### src/rtl/sfx_voice_player.sv
// Per-voice sample-ROM address sequencer with a sample-rate divider, gain/saturating mixer
// and a ready/valid style write port towards the audio codec.
module sfx_voice_player #(
  parameter int unsigned NUM_VOICES = 2,
  parameter int unsigned ADDR_W     = 15,
  parameter int unsigned SAMPLE_LEN = 32767,
  parameter int unsigned DIV        = 1134,
  parameter int unsigned GAIN_SHIFT = 2
) (
  input  logic                         CLOCK_50,
  input  logic                         reset,
  input  logic [NUM_VOICES-1:0]        trig,
  output logic [NUM_VOICES*ADDR_W-1:0] rom_addr,
  input  logic [NUM_VOICES*24-1:0]     rom_q,
  input  logic                         write_ready,
  output logic                         write,
  output logic [23:0]                  writedata_left,
  output logic [23:0]                  writedata_right,
  output logic [NUM_VOICES-1:0]        busy,
  output logic                         overrun
);

  localparam int unsigned DIV_W = (DIV > 1) ? $clog2(DIV) : 1;
  localparam int unsigned SUM_W = 24 + $clog2(NUM_VOICES) + GAIN_SHIFT;
  localparam logic [DIV_W-1:0]  DIV_LAST  = DIV_W'(DIV - 1);
  localparam logic [ADDR_W-1:0] ADDR_LAST = ADDR_W'(SAMPLE_LEN - 1);
  localparam logic signed [SUM_W-1:0] SAT_MAX = $signed({{(SUM_W-23){1'b0}}, {23{1'b1}}});
  localparam logic signed [SUM_W-1:0] SAT_MIN = $signed({{(SUM_W-23){1'b1}}, {23{1'b0}}});

  typedef enum logic {S_IDLE, S_PLAY} voice_state_e;

  logic [DIV_W-1:0]      div_q;
  logic                  tick_c;
  logic [NUM_VOICES-1:0] trig_q;
  logic [NUM_VOICES-1:0] rise_c;
  voice_state_e          state_q [NUM_VOICES];
  logic [ADDR_W-1:0]     addr_q  [NUM_VOICES];
  logic                  tick1_q, tick2_q;
  logic [NUM_VOICES-1:0] busy1_q;
  logic signed [SUM_W-1:0] sum_c, shifted_c;
  logic [23:0]           sat_c;
  logic [23:0]           wd_q;
  logic                  pending_q;
  logic                  overrun_q;

  // Sample-rate divider: tick on the last count, then wrap
  assign tick_c = (div_q == DIV_LAST);

  always_ff @(posedge CLOCK_50) begin
    if (reset)       div_q <= '0;
    else if (tick_c) div_q <= '0;
    else             div_q <= div_q + DIV_W'(1);
  end

  assign rise_c = trig & ~trig_q;

  // Voice state machines; a trigger rise has priority over a same-cycle tick
  always_ff @(posedge CLOCK_50) begin
    if (reset) begin
      trig_q <= '0;
      for (int i = 0; i < int'(NUM_VOICES); i++) begin
        state_q[i] <= S_IDLE;
        addr_q[i]  <= '0;
      end
    end else begin
      trig_q <= trig;
      for (int i = 0; i < int'(NUM_VOICES); i++) begin
        case (state_q[i])
          S_IDLE: begin
            addr_q[i] <= '0;
            if (rise_c[i]) state_q[i] <= S_PLAY;
          end
          S_PLAY: begin
            if (rise_c[i]) begin
              addr_q[i] <= '0;
            end else if (tick_c) begin
              if (addr_q[i] == ADDR_LAST) begin
                state_q[i] <= S_IDLE;
                addr_q[i]  <= '0;
              end else begin
                addr_q[i] <= addr_q[i] + ADDR_W'(1);
              end
            end
          end
          default: begin
            state_q[i] <= S_IDLE;
            addr_q[i]  <= '0;
          end
        endcase
      end
    end
  end

  always_comb begin
    rom_addr = '0;
    busy     = '0;
    for (int i = 0; i < int'(NUM_VOICES); i++) begin
      rom_addr[i*ADDR_W +: ADDR_W] = addr_q[i];
      busy[i]                      = (state_q[i] == S_PLAY);
    end
  end

  // Pipeline alignment: ROM registers addresses at T+1, data valid at T+2
  always_ff @(posedge CLOCK_50) begin
    if (reset) begin
      tick1_q <= 1'b0;
      tick2_q <= 1'b0;
      busy1_q <= '0;
    end else begin
      tick1_q <= tick_c;
      tick2_q <= tick1_q;
      busy1_q <= busy;
    end
  end

  // Mix voices that were busy when their address was sampled, apply gain, saturate
  always_comb begin
    sum_c = '0;
    for (int i = 0; i < int'(NUM_VOICES); i++) begin
      if (busy1_q[i]) sum_c = sum_c + SUM_W'($signed(rom_q[i*24 +: 24]));
    end
    shifted_c = sum_c <<< GAIN_SHIFT;
    if (shifted_c > SAT_MAX)      sat_c = SAT_MAX[23:0];
    else if (shifted_c < SAT_MIN) sat_c = SAT_MIN[23:0];
    else                          sat_c = shifted_c[23:0];
  end

  // Codec handshake: the strobe follows the pending flag directly, suppressed during reset
  assign write = pending_q & write_ready & ~reset;

  always_ff @(posedge CLOCK_50) begin
    if (reset) begin
      wd_q      <= '0;
      pending_q <= 1'b0;
      overrun_q <= 1'b0;
    end else if (tick2_q) begin
      wd_q      <= sat_c;
      pending_q <= 1'b1;
      if (pending_q && !write_ready) overrun_q <= 1'b1;
    end else if (write) begin
      pending_q <= 1'b0;
    end
  end

  assign writedata_left  = wd_q;
  assign writedata_right = wd_q;
  assign overrun         = overrun_q;

endmodule

### config.mk
export PLATFORM = sky130hd
export DESIGN_NAME = sfx_voice_player
export DESIGN_NICKNAME = d
export VERILOG_FILES = /design/src/rtl/sfx_voice_player.sv
export SDC_FILE = /design/constraint.sdc
export NUM_CORES = 1
export LEC_CHECK = 0
export CORE_MARGIN = 3
export CORE_UTILIZATION = 27
export DETAILED_ROUTE_END_ITERATION = 10
export GPL_TIMING_DRIVEN = 0
export PLACE_DENSITY = 0.45
export RECOVER_POWER = 100
export SKIP_LAST_GASP = 1
export SYNTH_ARGS = -nofsm -noshare
export SYNTH_HDL_FRONTEND = slang
export SYNTH_SLANG_ARGS = --single-unit
export TNS_END_PERCENT = 50
### constraint.sdc
create_clock -name CLOCK_50 -period 4.5 [get_ports CLOCK_50]
set_input_delay 0.9 -clock CLOCK_50 [delete_from_list [all_inputs] [get_ports CLOCK_50]]
set_output_delay 0.9 -clock CLOCK_50 [all_outputs]
set_load 0.05 [all_outputs]
Word-level counts from Yosys, hierarchy flattened
Memory sizes are Yosys's and may differ from the RTL's.
Index checks and enable logic that the tools add are counted.
{"block": "word_totals", "ff_bits": 43, "ram_bits": 32, "in_bits": 53, "output_inout_bits": 82, "word_cells": 105, "n_memories": 2}
{"block": "op_classes", "n_addsub": 4, "n_lt_le_gt_ge": 2, "n_eq_ne": 3, "n_mux": 64, "n_bitwise": 17, "n_reduce_logical": 5}
{"memory": "addr_q", "depth": 2, "width": 15, "read_ports": 2, "rd_ports_with_merged_regs": 0, "wr": 2, "line": "37", "source": "logic [ADDR_W-1:0] addr_q [NUM_VOICES];"}
{"memory": "state_q", "depth": 2, "width": 1, "read_ports": 2, "rd_ports_with_merged_regs": 0, "wr": 2, "line": "36", "source": "voice_state_e state_q [NUM_VOICES];"}
{"operator": "$mux W15", "n": 8}
{"operator": "$mux W1", "n": 52}
{"operator": "$mux W25", "n": 2}
{"operator": "$mux W24", "n": 2}
{"operator": "$add A15 B1 Y15 const B", "n": 2}
{"operator": "$eq A15 B15 Y1 const B", "n": 2}
{"operator": "$gt A27 B24 Y1 const B", "n": 1}
{"operator": "$lt A27 B24 Y1 const B", "n": 1}
{"operator": "$add A25 B24 Y25", "n": 1}
{"operator": "$or A1 B1 Y1", "n": 12}
{"operator": "$add A11 B1 Y11 const B", "n": 1}
{"operator": "$eq A11 B11 Y1 const B", "n": 1}
{"operator": "$and A1 B1 Y1", "n": 2}
{"operator": "$and A2 B2 Y2", "n": 1}
{"operator": "$not A2 Y2", "n": 1}
{"operator": "$reduce_and A2 Y1", "n": 1}
{"operator": "$reduce_bool A2 Y1", "n": 1}
{"operator": "$reduce_or A2 Y1", "n": 1}
{"operator": "$logic_and A1 B1 Y1", "n": 1}
{"operator": "$logic_not A1 Y1", "n": 1}
{"operator": "$not A1 Y1", "n": 1}

Depth between registers and ports, before layout
Gate-level depths: netlist (run 1).
An unclocked memory read counts as a cell.
{"block": "depth", "depth_word": 10, "ltp_mapped": 19, "depth_no_buf": 13}

Least setup slack after synthesis (run 1)
Ideal clock, no wire load.
{"block": "synth_path", "path_kind": "reg2reg", "startpoint": "reg busy1_q[0]", "endpoint": "reg wd_q[5] (netlist: writedata_left[5])", "setup_ns": 0.128, "t_arrival_ns": 3.919, "required_ns": 4.372, "setup_slack_ns": 0.453, "path_stages_with_launch": 20, "n_path_buf": 6, "synth_period_minus_slack_ns": 4.047, "cell_sequence": "dfxtp_1 > buf_6 > buf_6 > buf_4 > clkbuf_1 > clkbuf_1 > and2_1 > ha_1 > fa_1 > a21o_1 > a221oi_2 > a31oi_2 > o311ai_2 > and4b_1 > o31ai_1 > a2111oi_2 > nor2_2 > buf_6 > a211oi_2 > o32ai_1"}
{"block": "synth_between", "elab_chain_len": 6, "elab_cells_between_ends": 7, "classes_between": "add/sub: 1; order compare: 2; mux: 4"}
{"item": "start: declaration", "line": "39", "source": "logic [NUM_VOICES-1:0] busy1_q;"}
{"item": "start signal: assignment", "line": "112", "source": "busy1_q <= busy;"}
{"item": "$mux W25 (*)", "line": "120", "source": "if (busy1_q[i]) sum_c = sum_c + SUM_W'($signed(rom_q[i*24 +: 24]));"}
{"item": "$add A25 B24 Y25", "line": "120"}
{"item": "$mux W25 (*)", "line": "120"}
{"item": "$lt A27 B24 Y1", "line": "124", "source": "else if (shifted_c < SAT_MIN) sat_c = SAT_MIN[23:0];"}
{"item": "$mux W24", "line": "124"}
{"item": "$mux W24 (*)", "line": "123", "source": "if (shifted_c > SAT_MAX) sat_c = SAT_MAX[23:0];"}
{"item": "end signal: assignment", "line": "137", "source": "wd_q <= sat_c;"}
{"item": "end: declaration", "line": "42", "source": "logic [23:0] wd_q;"}
Mark *: on every way between the ends. The rest lies on a longest branch, timed or not.
A chain may end at the register's enable or synchronous reset.

Worst setup path in the final report (run 1)
{"block": "layout_path", "startpoint": "in rom_q[0]", "endpoint": "reg wd_q[5] (netlist: writedata_left[5])"}
{"block": "layout_between", "elab_chain_len": 6, "elab_cells_between_ends": 7, "classes_between": "add/sub: 1; order compare: 2; mux: 4"}
{"item": "start: declaration", "line": "14", "source": "input logic [NUM_VOICES*24-1:0] rom_q,"}
{"item": "$mux W25 (*)", "line": "120"}
{"item": "$add A25 B24 Y25", "line": "120"}
{"item": "$mux W25 (*)", "line": "120"}
{"item": "$lt A27 B24 Y1", "line": "124"}
{"item": "$mux W24", "line": "124"}
{"item": "$mux W24 (*)", "line": "123"}
Marks and branches as above.

==> summary.md, run 1 <==
| Metric | Value |
|---|---|
| DRT antenna net count | 0 |
| Detailed placement HPWL | 15120 µm |
| Kind of critical path | primary input to register |
| Time the worst path needs with I/O delays and setup | 4.396 ns |
| R2R depth | 17 |
| Cells after DPL | 1141 |
| Row count | 54 |
| IR drop worst, VDD | 171.3 µV |
| Setup crit end kind | register |
| RSZ-0062 raised after global routing | false |
| Die Wd | 157.5 µm |
| Worst skew pair latency | 0.33 ns |
| Sequential share of the synthesized area | 28.92% |
| Fmax | 227.5 MHz |
| Layout cells sized above 1 | 14.09% |
| N_diodes | 0 |
| Max-cap viol count | 0 |
| Hold WS | 0.4417 ns |
| Vias in the first global route | 5628 |
| Syn_nets | 809 |
| H-tree levels | 3 |
| CTS clk-pin slew, worst paths | 0.06 ns |
| Post-synth ARST share | 0% |
| 1st-iter DRT viols | 296 |
| Initial antenna violation count | 0 |
| Total CTS buffers | 9 |
| Fillers | 2340 |
| Hold Crit Depth | 1 |
| Worst hold path type | register to register |
| Die extent in y | 157.5 µm |
| Placer Congestion | 0.8120 |
| Worst Setup Start Kind | primary input |
| PortBufs | 125 |
| Via count | 5747 |
| Final Worst Setup Slack | 0.1040 ns |
| Yosys warnings | 0 |
| Fin. Hold Viols | 0 |
| First-pass GRT wire length | 31270 µm |
| Primary FF master, synth | dfxtp_1 |
| Hold Path Origin | tick1_q$_SDFF_PP0_ |
| Max clock buf depth | 2 |
| Slew @ Worst Pin | 0.7854 ns |
| Die ar. | 0.02480 mm² |
| Nets | 948 |
| Peak fanout along the critical path | 10 |
| CTS tree | done |
| Critical Path AT | 4.60 ns |
| Slew Limit Fails | 0 |
| Post-Layout Cell Count | 1160 |
| Clock Tree Root | clkbuf_16 |
| Fin util | 36.97% |
| GR Overflow Total | 0 |
| Ports | 135 |
| Routed WL | 19350 µm |
| Initial Utilization | 27.95% |
| Critical Path RT | 4.71 ns |
| CP startpoint | rom_q[0] |
| Mapped Area | 0.006195 mm² |
| Overall routing resource usage | 15.73% |
| Setup violators final | 0 |
| CTS Hold Bufs | 0 |
| 1st-pass router iterations | 4 |
| Status | finished, final reports clean |
| Core region area | 0.02216 mm² |
| Largest net degree at the start of global routing | 16 |
| DRC viols | 0 |
| Synth-to-Final Area Change | 32.28% |
| Fin crit share | 97.69% |
| Via/cell ratio | 4.954 |
| Post-Place Worst Slack | -0.8386 ns |
| Reg2reg start | busy1_q[0]$_SDFF_PP0_ |
| Avg Inst Size Synth | 8.417 µm² |
| Placed cell area | 0.007796 mm² |
| Pwr dens | 235.0 mW/mm² |
| Total clock sinks | 74 |
| Finished Cell Area | 0.008194 mm² |
| Unique masters post-synth | 86 |
| Leak Pwr | 3.293 nW |
| Post-synth EDFFs | 31 |
| Syn Inst Count | 736 |
| FF+latch count, synth | 74 |
| Clock skew | 0.006006 ns |
| Worst slew margin | 47.49% |
| WL per Instance | 16.68 µm |
## metal layers
layer / wire length [µm] / track usage [%] / up-vias
met2: 8459 / 24.28 / 128
met4: 233 / 2.893 / 0
li1: - / - / 2879
met3: 849 / 2.969 / 15
met5: 0 / 0 / -
met1: 9810 / 23.02 / 2725
## synth_stat cells, types with 11 or more instances
library cell  count  area, µm²
edfxtp_1         31      930.9
nor2_1           99      371.6
dfxtp_1          43      860.8
a21oi_1          36      180.2
buf_4            40      300.3
nand2_1          58      217.7
clkbuf_1         17      63.81
and2_1           18      112.6
nand4_1          13      81.33
ha_1             19      237.7
xor2_1           42      367.9
xnor2_1          29      254.0
and3_1           17      106.4
o21ai_2          11      96.34
inv_1            19      71.32
nand3_1          28      140.1
o21ai_0          19      95.09
a21oi_2          11      96.34
nor3_1           12      60.06
## layout by cell type (no fill, tap or decap), drive strengths merged, types with 29 or more instances in the layout
cell type,n
xnor2,29
clkbuf,29
clkdlybuf4s50,42
dfxtp,43
edfxtp,31
a21oi,47
nor2,100
buf,63
o21ai,37
xor2,42
dlygate4sd3,83
nand2,59
## state kept, by name (all words and copies together), names as in the netlist
name / cells
tick2_q: 1
writedata_left: 23
addr_q: 30
state_q: 2
tick1_q: 1
pending_q: 1
overrun: 1
busy1_q: 2
trig_q: 2
div_q: 11
## area by class of cell
| type | instances | area [µm²] | share of cell area [%] |
|---|---|---|---|
| multi-input cells | 567 | 3869 | 47.21 |
| flip-flops and latches | 74 | 1792 | 21.87 |
| repair buffers | 130 | 1289 | 15.73 |
| plain buffers | 73 | 510.5 | 6.230 |
| well taps | 280 | 350.3 | 4.275 |
| clock buffers | 14 | 275.3 | 3.359 |
| inverters | 20 | 75.07 | 0.9162 |
| clock inverters | 2 | 33.78 | 0.4123 |
## where the power goes
group | internal (mW) | switching [mW]
clock network | 0.477 | 0.272
registers | 0.717 | 0.0216
logic | 0.178 | 0.260
## path summary, 6_finish.rpt
path | end | slack (ns)
hold reg to reg | tick2_q$_SDFF_PP0_ | 0.44
hold / removal | tick2_q$_SDFF_PP0_ | 0.44
setup reg to reg | writedata_left[5]$_SDFFE_PP0P_ | 0.25
setup / recovery | writedata_left[5]$_SDFFE_PP0P_ | 0.10
## metrics by stage
| step | setup TNS [ns] | power, mW |
|---|---|---|
| 4_1_cts | 0 | 1.949 |
| 3_5_place_dp | -16.90 | 1.182 |
| 6_report | 0 | 1.926 |
| 3_3_place_gp | -18.51 | 1.185 |
| 2_1_floorplan | 0 | 1.038 |
| 5_1_grt | 0 | 2.023 |
## worst max-delay path: stages
cell and delay (ns):
clkdlybuf4s50_1 0.40, and2_1 0.17, ha_1 0.21, fa_2 0.36, a21o_1 0.22, a221oi_4 0.33
a31oi_4 0.11, o311ai_4 0.42, and4b_1 0.28, o31ai_1 0.11, a2111oi_2 0.38, buf_4 0.17
nor2_2 0.04, buf_6 0.16, a211oi_4 0.22, o32ai_1 0.10
## cells by family (layout without fill, tap and decap cells)
logic type	Yosys count	in the layout	share of synthesized area [%]
flops	74	74	28.92
compound gates	176	176	22.74
fa+ha+maj	21	21	4.322
mux	3	3	0.5251
simple gates	296	296	24.06
buf+inv	95	239	9.392
xor+xnor	71	71	10.04
## repair_timing
action / 4_1_cts / 5_1_grt
pin swaps: 6 / 5
gates resized for setup: 13 / 6
endpoints found under the setup margin: 22 / 22
setup buffers: 3 / 2
(Power assumes the default switching activity.)
==> inputs of run 2 (changes only) <==
--- a/config.mk
+++ b/config.mk
@@ -5,9 +5,10 @@
 export SDC_FILE = /design/constraint.sdc
 export NUM_CORES = 1
 export LEC_CHECK = 0
-export CORE_MARGIN = 3
+export CORE_MARGIN = 4
 export CORE_UTILIZATION = 27
 export DETAILED_ROUTE_END_ITERATION = 10
+export GPL_ROUTABILITY_DRIVEN = 1
 export GPL_TIMING_DRIVEN = 0
 export PLACE_DENSITY = 0.45
 export RECOVER_POWER = 100
==> run 2 against run 1 <==
Effect of this change:
- critical endpoint unchanged
- clock power decreased by 3.5%
- clock-buffer cell count fell by 1
- register-to-register slack about the same
==> summary.md, run 2 (synthesis results as in run 1) <==
| Metric | Value |
|---|---|
| Setup crit end kind | register |
| Placed cell area | 0.007802 mm² (about the same) |
| Peak fanout along the critical path | 10 (unchanged) |
| Fin. Hold Viols | 0 (unchanged) |
| First-pass GRT wire length | 31910 µm (+2.0%) |
| Largest net degree at the start of global routing | 16 (unchanged) |
| Row count | 55 (+1.9%) |
| Cells after DPL | 1146 (+0.44%) |
| P_sw | 0.5626 mW (+1.6%) |
| Clock skew | 0.005010 ns (-0.0009964 ns) |
| Post-Layout Cell Count | 1166 (+0.52%) |
| N_diodes | 0 (unchanged) |
| Leak Pwr | 3.283 nW (-0.29%) |
| Fillers | 2386 (+2.0%) |
| Total clock sinks | 74 (unchanged) |
| CTS tree | done |
| Hold Crit Depth | 1 (unchanged) |
| Worst hold path type | register to register |
| Synth-to-Final Area Change | 32.18% (about the same) |
| Initial antenna violation count | 0 (unchanged) |
| Routed WL | 19420 µm (+0.35%) |
| DRC viols | 0 (unchanged) |
| DRT antenna net count | 0 (unchanged) |
| Hold Path Origin | tick1_q$_SDFF_PP0_ |
| Nets | 949 (+0.11%) |
| Worst R2R End | writedata_left[5]$_SDFFE_PP0P_ |
| Via count | 5742 (-0.087%) |
| Max reg flops | 30 (unchanged) |
| Worst slew margin | 46.73% (-0.77 points) |
| Internal power | 1.332 mW (-2.9%) |
| Core region area | 0.02257 mm² (+1.9%) |
| Reg2reg start | busy1_q[0]$_SDFF_PP0_ |
| Worst Setup Start Kind | primary input |
| Via/cell ratio | 4.925 (-0.60%) |
| GR Overflow Total | 0 (unchanged) |
| Overall routing resource usage | 15.38% (-0.35 points) |
| Detailed placement HPWL | 15170 µm (+0.39%) |
| Initial Utilization | 27.44% (-0.51 points) |
| Fmax | 227.2 MHz (-0.11%) |
| Slew @ Worst Pin | 0.7969 ns (+0.01149 ns) |
| CTS clk-pin slew, worst paths | 0.06 ns (about the same) |
| Sequential share of power | 39.0% (+0.7 points) |
| Critical Path AT | 4.60 ns (about the same) |
| Ports | 135 (unchanged) |
| H-tree levels | 3 (unchanged) |
| Worst skew pair latency | 0.34 ns (about the same) |
| Setup violators final | 0 (unchanged) |
| Fin util | 36.27% (-0.70 points) |
| Die ar. | 0.02543 mm² (+2.6%) |
| Slew Limit Fails | 0 (unchanged) |
| Clock Power Share | 38.2% (-0.7 points) |
| Min-Delay Endpoint | tick2_q$_SDFF_PP0_ |
| Max clock buf depth | 2 (unchanged) |
| Most common cell after layout, fill and taps aside | nor2_1 |
| Die Wd | 159.5 µm (+1.3%) |
| Vias in the first global route | 5738 (+2.0%) |
| Commonest non-fill, non-tap cells in the layout | nor2_1 (99), dlygate4sd3_1 (83), nand2_1 (58) |
| 1st-iter DRT viols | 360 (+22%) |
| WL per Instance | 16.66 µm (-0.17%) |
| PortBufs | 125 (unchanged) |
| Sw Share | 29.70% (+0.94 points) |
| Top reg by flops | addr_q |
| Total CTS buffers | 9 (unchanged) |
| Pwr dens | 231.4 mW/mm² (-1.6%) |
| Final Worst Setup Slack | 0.09915 ns (-0.004879 ns) |
| Logic pwr share | 22.8% (about the same) |
| Time the worst path needs with I/O delays and setup | 4.401 ns (+0.004879 ns) |
| Reg2Reg Setup Slack | 0.25 ns (about the same) |
| Critical Path RT | 4.70 ns (about the same) |
| 1st-pass router iterations | 5 (+1) |
| R2R depth | 18 (+1) |
| Layout cells sized above 1 | 14.64% (+0.55 points) |
| IR drop worst, VDD | 182.1 µV (+6.3%) |
| RSZ-0062 raised after global routing | false |
| Max-cap viol count | 0 (unchanged) |
| Setup total negative slack | 0 ns (unchanged) |
| Fin crit share | 97.80% (+0.11 points) |
| Post-Place Worst Slack | -0.8014 ns (+0.03723 ns) |
| Kind of critical path | primary input to register |
| Clock Tree Root | clkbuf_16 |
| Die extent in y | 159.5 µm (+1.3%) |
| Finished Cell Area | 0.008188 mm² (about the same) |
| Status | finished, final reports clean |
| Placer Congestion | 0.7799 (-4.0%) |
[run 2: changes by cell type in the layout (fill, tap and decap cells not counted), moves of 2 or more]
cell / delta
clkinv_2: +2
o21ai_2: +3
a211oi_4: -3
a211oi_2: +3
o21ai_1: -2
and2_0: +2
[run 2: worst max-delay path, cell delays in order]
cell and delay [ns]:
clkdlybuf4s50_1 0.41, and2_0 0.18, ha_1 0.21, fa_2 0.37, a21o_1 0.20, a221oi_4 0.35, a31oi_4 0.10, o311ai_4 0.41
and4b_1 0.28, o31ai_1 0.10, a2111oi_2 0.38, buf_4 0.19, nor2_2 0.05, buf_6 0.16, a211oi_2 0.21, o32ai_1 0.10
[run 2: metal layers]
metal  wire (µm)  global-route usage, %  up-vias  share of wire, %
met2        8662                  23.96      144                45
met3         825                  3.676       15               4.2
met1        9748                  21.92     2679                50
met5           0                      0        -                 0
li1            -                      -     2904                 -
met4         184                  2.643        0              0.95
[run 2: cell type report]
cell class | count | area, µm² | area share, %
timing repair buffer | 131 | 1296 | 15.83
buffer | 73 | 513.0 | 6.265
clock buffer | 13 | 282.8 | 3.454
multi-input combinational | 567 | 3854 | 47.07
clock inverter | 3 | 18.77 | 0.2292
inverter | 20 | 75.07 | 0.9169
tap | 285 | 356.6 | 4.355
sequential | 74 | 1792 | 21.88
[run 2: how the worst max path moves through the flow]
stage                                      from                         endpoint  depth (start not counted)
after global routing                   rom_q[0]  writedata_left[19]$_SDFFE_PP0P_                         15
after floorplan           busy1_q[0]$_SDFF_PP0_   writedata_left[5]$_SDFFE_PP0P_                         19
after global placement    busy1_q[0]$_SDFF_PP0_   writedata_left[4]$_SDFFE_PP0P_                         18
after detailed placement  busy1_q[0]$_SDFF_PP0_   writedata_left[5]$_SDFFE_PP0P_                         18
after CTS                 busy1_q[0]$_SDFF_PP0_   writedata_left[5]$_SDFFE_PP0P_                         20
final                                  rom_q[0]   writedata_left[5]$_SDFFE_PP0P_                         16
[run 2: metrics by stage]
stage / hold slack, ns / power, mW
2_1_floorplan: 0.4138 / 1.038
3_3_place_gp: 0.4199 / 1.186
3_5_place_dp: 0.4297 / 1.184
4_1_cts: 0.4616 / 1.929
5_1_grt: 0.4802 / 2.008
6_report: 0.4583 / 1.894
[run 2: timing repair]
action | CTS | global route
pin swaps | 5 | 6
endpoints found under the setup margin | 22 | 22
gates cloned | 0 | 0
resized for setup | 11 | 4
setup buffers | 4 | 2
hold buffers | 0 | 0
[run 2: power groups by stage]
stage / Combinational, mW / Sequential, mW / Clock (mW)
after floorplan: 0.249 / 0.790 / 0
after CTS: 0.442 / 0.739 / 0.748
after global routing: 0.476 / 0.742 / 0.790
after detailed placement: 0.431 / 0.753 / 0
final: 0.433 / 0.738 / 0.723
after global placement: 0.433 / 0.754 / 0
==> inputs of run 3 (changes only) <==
--- a/config.mk
+++ b/config.mk
@@ -10,7 +10,8 @@
 export DETAILED_ROUTE_END_ITERATION = 10
 export GPL_ROUTABILITY_DRIVEN = 1
 export GPL_TIMING_DRIVEN = 0
-export PLACE_DENSITY = 0.45
+export MAX_ROUTING_LAYER = met4
+export PLACE_DENSITY = 0.47
 export RECOVER_POWER = 100
 export SKIP_LAST_GASP = 1
 export SYNTH_ARGS = -nofsm -noshare
==> constraint.sdc (replaced) <==
create_clock -name CLOCK_50 -period 3.6 [get_ports CLOCK_50]
set_input_delay 0.72 -clock CLOCK_50 [delete_from_list [all_inputs] [get_ports CLOCK_50]]
set_output_delay 0.72 -clock CLOCK_50 [all_outputs]
set_load 0.05 [all_outputs]
==> run 3 against run 2 <==
Effect of this change:
- the run now ends with negative setup slack left
- non-clock buffer count rose by 10
- clock-buffer cell count did not move
- wire length rose by 1.6%
- highest routed layer unchanged
==> summary.md, run 3 (synthesis results as in run 1) <==
| Metric | Value |
|---|---|
| CP top delay family | compound AO/OA/AOI/OAI gates |
| Die ar. | 0.02543 mm² (unchanged) |
| Initial Utilization | 27.44% (unchanged) |
| Fillers | 2291 (-4.0%) |
| Worst skew pair latency | 0.33 ns (about the same) |
| Worst Setup Start Kind | primary input |
| RSZ-0062 raised after global routing | true |
| Total CTS buffers | 9 (unchanged) |
| Clock Tree Root | clkbuf_16 |
| Max clock buf depth | 2 (unchanged) |
| Peak fanout along the critical path | 5 (-5) |
| Critical-path cell list | clkdlybuf4s50_1 > and2_4 > ha_2 > and3_1 > a221oi_4 > a31oi_4 > o311ai_4 > and4b_2 > o31ai_4 > a2111oi_4 > nor2_4 > buf_6 > a211oi_4 > o32ai_2 |
| Die extent in y | 159.5 µm (unchanged) |
| Initial antenna violation count | 0 (unchanged) |
| Slew @ Worst Pin | 0.7658 ns (-0.03108 ns) |
| Fin. Hold Viols | 0 (unchanged) |
| Placer Congestion | 0.8428 (+8.1%) |
| Fin util | 37.35% (+1.1 points) |
| CP peak stage delay | 0.48 ns (+0.07 ns) |
| Critical Path Stages | 14 (-2) |
| 1st-pass router iterations | 4 (-1) |
| Via/cell ratio | 4.938 (+0.27%) |
| H-tree levels | 3 (unchanged) |
| Via count | 5802 (+1.0%) |
| Top reg by flops | addr_q |
| Pwr dens | 275.7 mW/mm² (+19%) |
| Routed WL | 19740 µm (+1.6%) |
| Post-Place Worst Slack | -1.208 ns (-0.4070 ns) |
| Layout cells sized above 1 | 17.75% (+3.1 points) |
| CTS clk-pin slew, worst paths | 0.06 ns (about the same) |
| Setup crit end kind | register |
| GR Overflow Total | 0 (unchanged) |
| CP Buf/Inv Count | 2 (-1) |
| CP max-delay cell | clkdlybuf4s50_1 |
| Clock skew | 0.005065 ns (+0.00005487 ns) |
| Worst hold path type | register to register |
| Fin crit share | 108.9% |
| Setup violators final | 22 (+22) |
| Failing checks | negative setup slack |
| IR drop worst, VDD | 254.0 µV (+39%) |
| Die Wd | 159.5 µm (unchanged) |
| Critical Path RT | 3.81 ns (-0.89 ns) |
| Worst slew margin | 48.80% (+2.1 points) |
| Status | complete, but fails checks |
| PortBufs | 125 (unchanged) |
| Hold WS | 0.4406 ns (-0.01769 ns) |
| CTS tree | done |
| 1st-iter DRT viols | 334 (-7.2%) |
| Largest net degree at the start of global routing | 16 (unchanged) |
| Fmax | 255.1 MHz |
| First-pass GRT wire length | 31640 µm (-0.82%) |
| Max reg flops | 30 (unchanged) |
| Row count | 55 (unchanged) |
| DRC viols | 0 (unchanged) |
| DRT antenna net count | 0 (unchanged) |
| Most common cell after layout, fill and taps aside | nor2_1 |
| Detailed placement HPWL | 14930 µm (-1.6%) |
| Total clock sinks | 74 (unchanged) |
| Power, Total | 2.324 mW (+23%) |
| Setup total negative slack | -4.601 ns (-4.601 ns) |
| R2R depth | 15 (-3) |
| Ports | 135 (unchanged) |
| Leak Pwr | 3.406 nW (+3.7%) |
| WL per Instance | 16.80 µm (+0.86%) |
| Kind of critical path | primary input to register |
| Core region area | 0.02257 mm² (unchanged) |
| Nets | 959 (+1.1%) |
| Max-cap viol count | 0 (unchanged) |
| Time the worst path needs with I/O delays and setup | 3.919 ns |
| Slew Limit Fails | 0 (unchanged) |
| N_diodes | 0 (unchanged) |
| Synth-to-Final Area Change | 36.09% |
| Vias in the first global route | 5667 (-1.2%) |
| Final Worst Setup Slack | -0.3194 ns (-0.4185 ns) |
| Hold Crit Depth | 1 (unchanged) |
| Critical Path AT | 4.13 ns (-0.47 ns) |
| Commonest non-fill, non-tap cells in the layout | nor2_1 (98), dlygate4sd3_1 (83), nand2_1 (58) |
| Overall routing resource usage | 15.76% (+0.38 points) |
-- run 3: cell types whose count changed in the layout (fill, tap and decap cells not counted), moves of 2 or more --
cell	change
ha_1	-6
buf_2	+3
ha_2	+2
dlymetal6s2s_1	+3
buf_4	+11
clkdlybuf4s50_1	-3
ha_4	+4
a211oi_4	+4
and2_4	+4
a211oi_2	-4
and2_1	-2
and2_0	-2
-- run 3: path summary, 6_finish.rpt --
check | from | endpoint | slack [ns]
setup / recovery | rom_q[3] | writedata_left[12]$_SDFFE_PP0P_ | -0.32
setup reg to reg | busy1_q[0]$_SDFF_PP0_ | writedata_left[12]$_SDFFE_PP0P_ | -0.27
hold / removal | tick1_q$_SDFF_PP0_ | tick2_q$_SDFF_PP0_ | 0.44
hold reg to reg | tick1_q$_SDFF_PP0_ | tick2_q$_SDFF_PP0_ | 0.44
-- run 3: layout make-up --
class                      count  area, µm²  share of cell area, %
multi-input combinational    567       4051                  48.06
sequential                    74       1795                  21.30
timing repair buffer         144       1396                  16.56
buffer                        70      491.7                  5.833
tap                          285      356.6                  4.230
clock buffer                  13      250.2                  2.968
inverter                      20      75.07                 0.8905
clock inverter                 2      13.76                 0.1633
-- run 3: metal layers --
layer | up-vias | track usage (%) | wire, µm
li1 | 2903 | - | -
met1 | 2726 | 21.11 | 9400
met2 | 150 | 24.01 | 8768
met3 | 23 | 3.961 | 1243
met4 | 0 | 3.590 | 326
met5 | - | - | 0
-- run 3: where the power goes --
group          switching, mW  internal (mW)  total [mW]
Clock                  0.338          0.482       0.820
Combinational          0.338          0.240       0.578
Sequential            0.0302          0.896       0.926
-- run 3: worst reg2reg max path, cell delays in order, from the launching register on --
cell	delay (ns)
dfxtp_4	0.40
clkbuf_16	0.18
and2_4	0.17
ha_4	0.16
fa_2	0.39
a21o_1	0.20
a221oi_4	0.33
a31oi_4	0.08
o311ai_4	0.35
and4b_2	0.34
o31ai_4	0.09
a2111oi_4	0.42
nor2_4	0.11
buf_6	0.16
a211oi_4	0.25
o32ai_2	0.11
-- run 3: what timing repair did --
item / in CTS / in global routing
hold buffers: 0 / 0
endpoints found under the setup margin: 23 / 23
gates cloned: 2 / 0
pin swaps: 15 / 20
resized for setup: 19 / 26
setup buffers: 13 / 5
-- run 3: stage by stage --
stage	area [µm²]	std cells
floorplan	6241	736
global placement	7849	1146
detailed placement	7849	1146
CTS	8349	1175
global route	8431	1175
finish	8431	1175
==> patch, RTL diff (flow settings as in run 2) <==
Set the parameter `ADDR_W` to 13 (it was 15).
--- a/src/rtl/sfx_voice_player.sv
+++ b/src/rtl/sfx_voice_player.sv
@@ -2,7 +2,7 @@
 // and a ready/valid style write port towards the audio codec.
 module sfx_voice_player #(
   parameter int unsigned NUM_VOICES = 2,
-  parameter int unsigned ADDR_W     = 15,
+  parameter int unsigned ADDR_W     = 13,
   parameter int unsigned SAMPLE_LEN = 32767,
   parameter int unsigned DIV        = 1134,
   parameter int unsigned GAIN_SHIFT = 2
Ports: changed (resized rom_addr); port bits go from 135 to 131. No check against the original RTL was run, so the function may have changed too.
==> patch against run 2 <==
  * Area after synthesis fell by 6.1%
  * Critical path type is now flop to flop
  * Worst hold slack got worse by 0.019 ns
  * Total power fell by 0.93%
  * Sequential cell count fell by 4
  * Wire length fell by 2.0%
  * Largest power group is now the clock network
  * Highest routed layer unchanged
  * Clock skew rose by 0.0016 ns
  * Setup slack improved by 0.15 ns
  * Cell area fell by 4.0%
==> patch: results (changes against run 2) <==
| Metric | Value |
|---|---|
| M2 GR Usage | `0.234 (was 0.240)` |
| Largest net degree at the start of global routing | `14 (was 16)` |
| DRT Pass-1 Iters | `4 (was 5)` |
| Via density | `4.97 (was 4.92)` |
| Critical Path AT | `4.51 ns (was 4.60 ns)` |
| Post-synth EDFFs | `27 (was 31)` |
| Worst Reg-to-Reg Cells | `17 (was 18)` |
| Total GRT Usage | `0.154 (about the same)` |
| Critical R2R Capture | `writedata_left[16]$_SDFFE_PP0P_ (was writedata_left[5]$_SDFFE_PP0P_)` |
| # port buffers | `121 (was 125)` |
| Hold slack | `0.440 ns (was 0.458 ns)` |
| Fillers | `2236 (was 2386)` |
| First-pass GRT wire length | `29900 um (was 31900 um)` |
| Worst Clk Skew | `0.00666 ns (was 0.00501 ns)` |
| Max stage delay on crit path | `0.46 ns (was 0.41 ns)` |
| Status | `finished clean (unchanged)` |
| Area of the multi-input gates | `3720 sq um (was 3850 sq um)` |
| Post-CTS setup buffer count | `3 (was 4)` |
| GR met3 Demand/Resource | `0.0313 (was 0.0368)` |
| Pre-CTS WS | `-1.96 ns (was -0.801 ns)` |
| Crit share post-route | `0.945 (was 0.978)` |
| Most frequent cells after synthesis | `81 x nor2_1, 69 x nand2_1, 53 x a21oi_1 (was 99 x nor2_1, 58 x nand2_1, 43 x dfxtp_1)` |
| Post-cts sizing count | `24 (was 11)` |
| Drt first-iter violations | `255 (was 360)` |
| RePlAce Congestion | `0.808 (was 0.780)` |
| Routed len/inst | `16.6 um (was 16.7 um)` |
| Final wirelength | `19000 um (was 19400 um)` |
| Met1 Use GR | `0.229 (was 0.219)` |
| CP Max Fanout | `13 (was 10)` |
| Placed Cells incl. Taps | `1126 (was 1146)` |
| Sequential area share after synthesis | `0.287 (was 0.289)` |
-- patch: cell count changes in the layout (fill, tap and decap cells not counted), moves of 15 or more --
cell     delta
a21oi_1    +17
a32oi_1    +15
nor2_1     -18
o21ai_0    +15
-- patch: cell families after synthesis --
| logic type | share of synthesized area |
|---|---|
| AOI/OAI and AO/OA | 0.233 |
| xor gates and xnor gates | 0.101 |
| adders and majority gates | 0.0460 |
| buffers and inverters | 0.0858 |
| DFF | 0.287 |
| muxes | 0.0155 |
| and+or+nand+nor | 0.231 |
-- patch: layout make-up --
class / count / area share
inverters: 25 / 0.0119
flip-flops and latches: 70 / 0.213
multi-input cells: 561 / 0.473
clock buffers: 10 / 0.0318
clock inverters: 6 / 0.00875
repair buffers: 129 / 0.162
plain buffers: 73 / 0.0559
well taps: 275 / 0.0438
-- patch: where the power goes --
group	total, mW	internal, mW	switching (mW)
logic	0.439	0.174	0.265
registers	0.697	0.674	0.0226
clock network	0.741	0.464	0.277
-- patch: how the worst max path moves through the flow --
stage                                      endpoint  cells past startpoint             startpoint
floorplan           writedata_left[10]$_SDFFE_PP0P_                     18  busy1_q[0]$_SDFF_PP0_
global placement    writedata_left[10]$_SDFFE_PP0P_                     18  busy1_q[0]$_SDFF_PP0_
detailed placement   writedata_left[9]$_SDFFE_PP0P_                     19  busy1_q[0]$_SDFF_PP0_
CTS                 writedata_left[16]$_SDFFE_PP0P_                     18  busy1_q[0]$_SDFF_PP0_
global route        writedata_left[10]$_SDFFE_PP0P_                     17  busy1_q[0]$_SDFF_PP0_
finish              writedata_left[16]$_SDFFE_PP0P_                     17  busy1_q[0]$_SDFF_PP0_
-- patch: metal layers --
metal,routed length [um],vias to the layer above
met5,0,-
met3,785,6
met2,8290,127
met4,82,0
li1,-,2895
met1,9880,2679
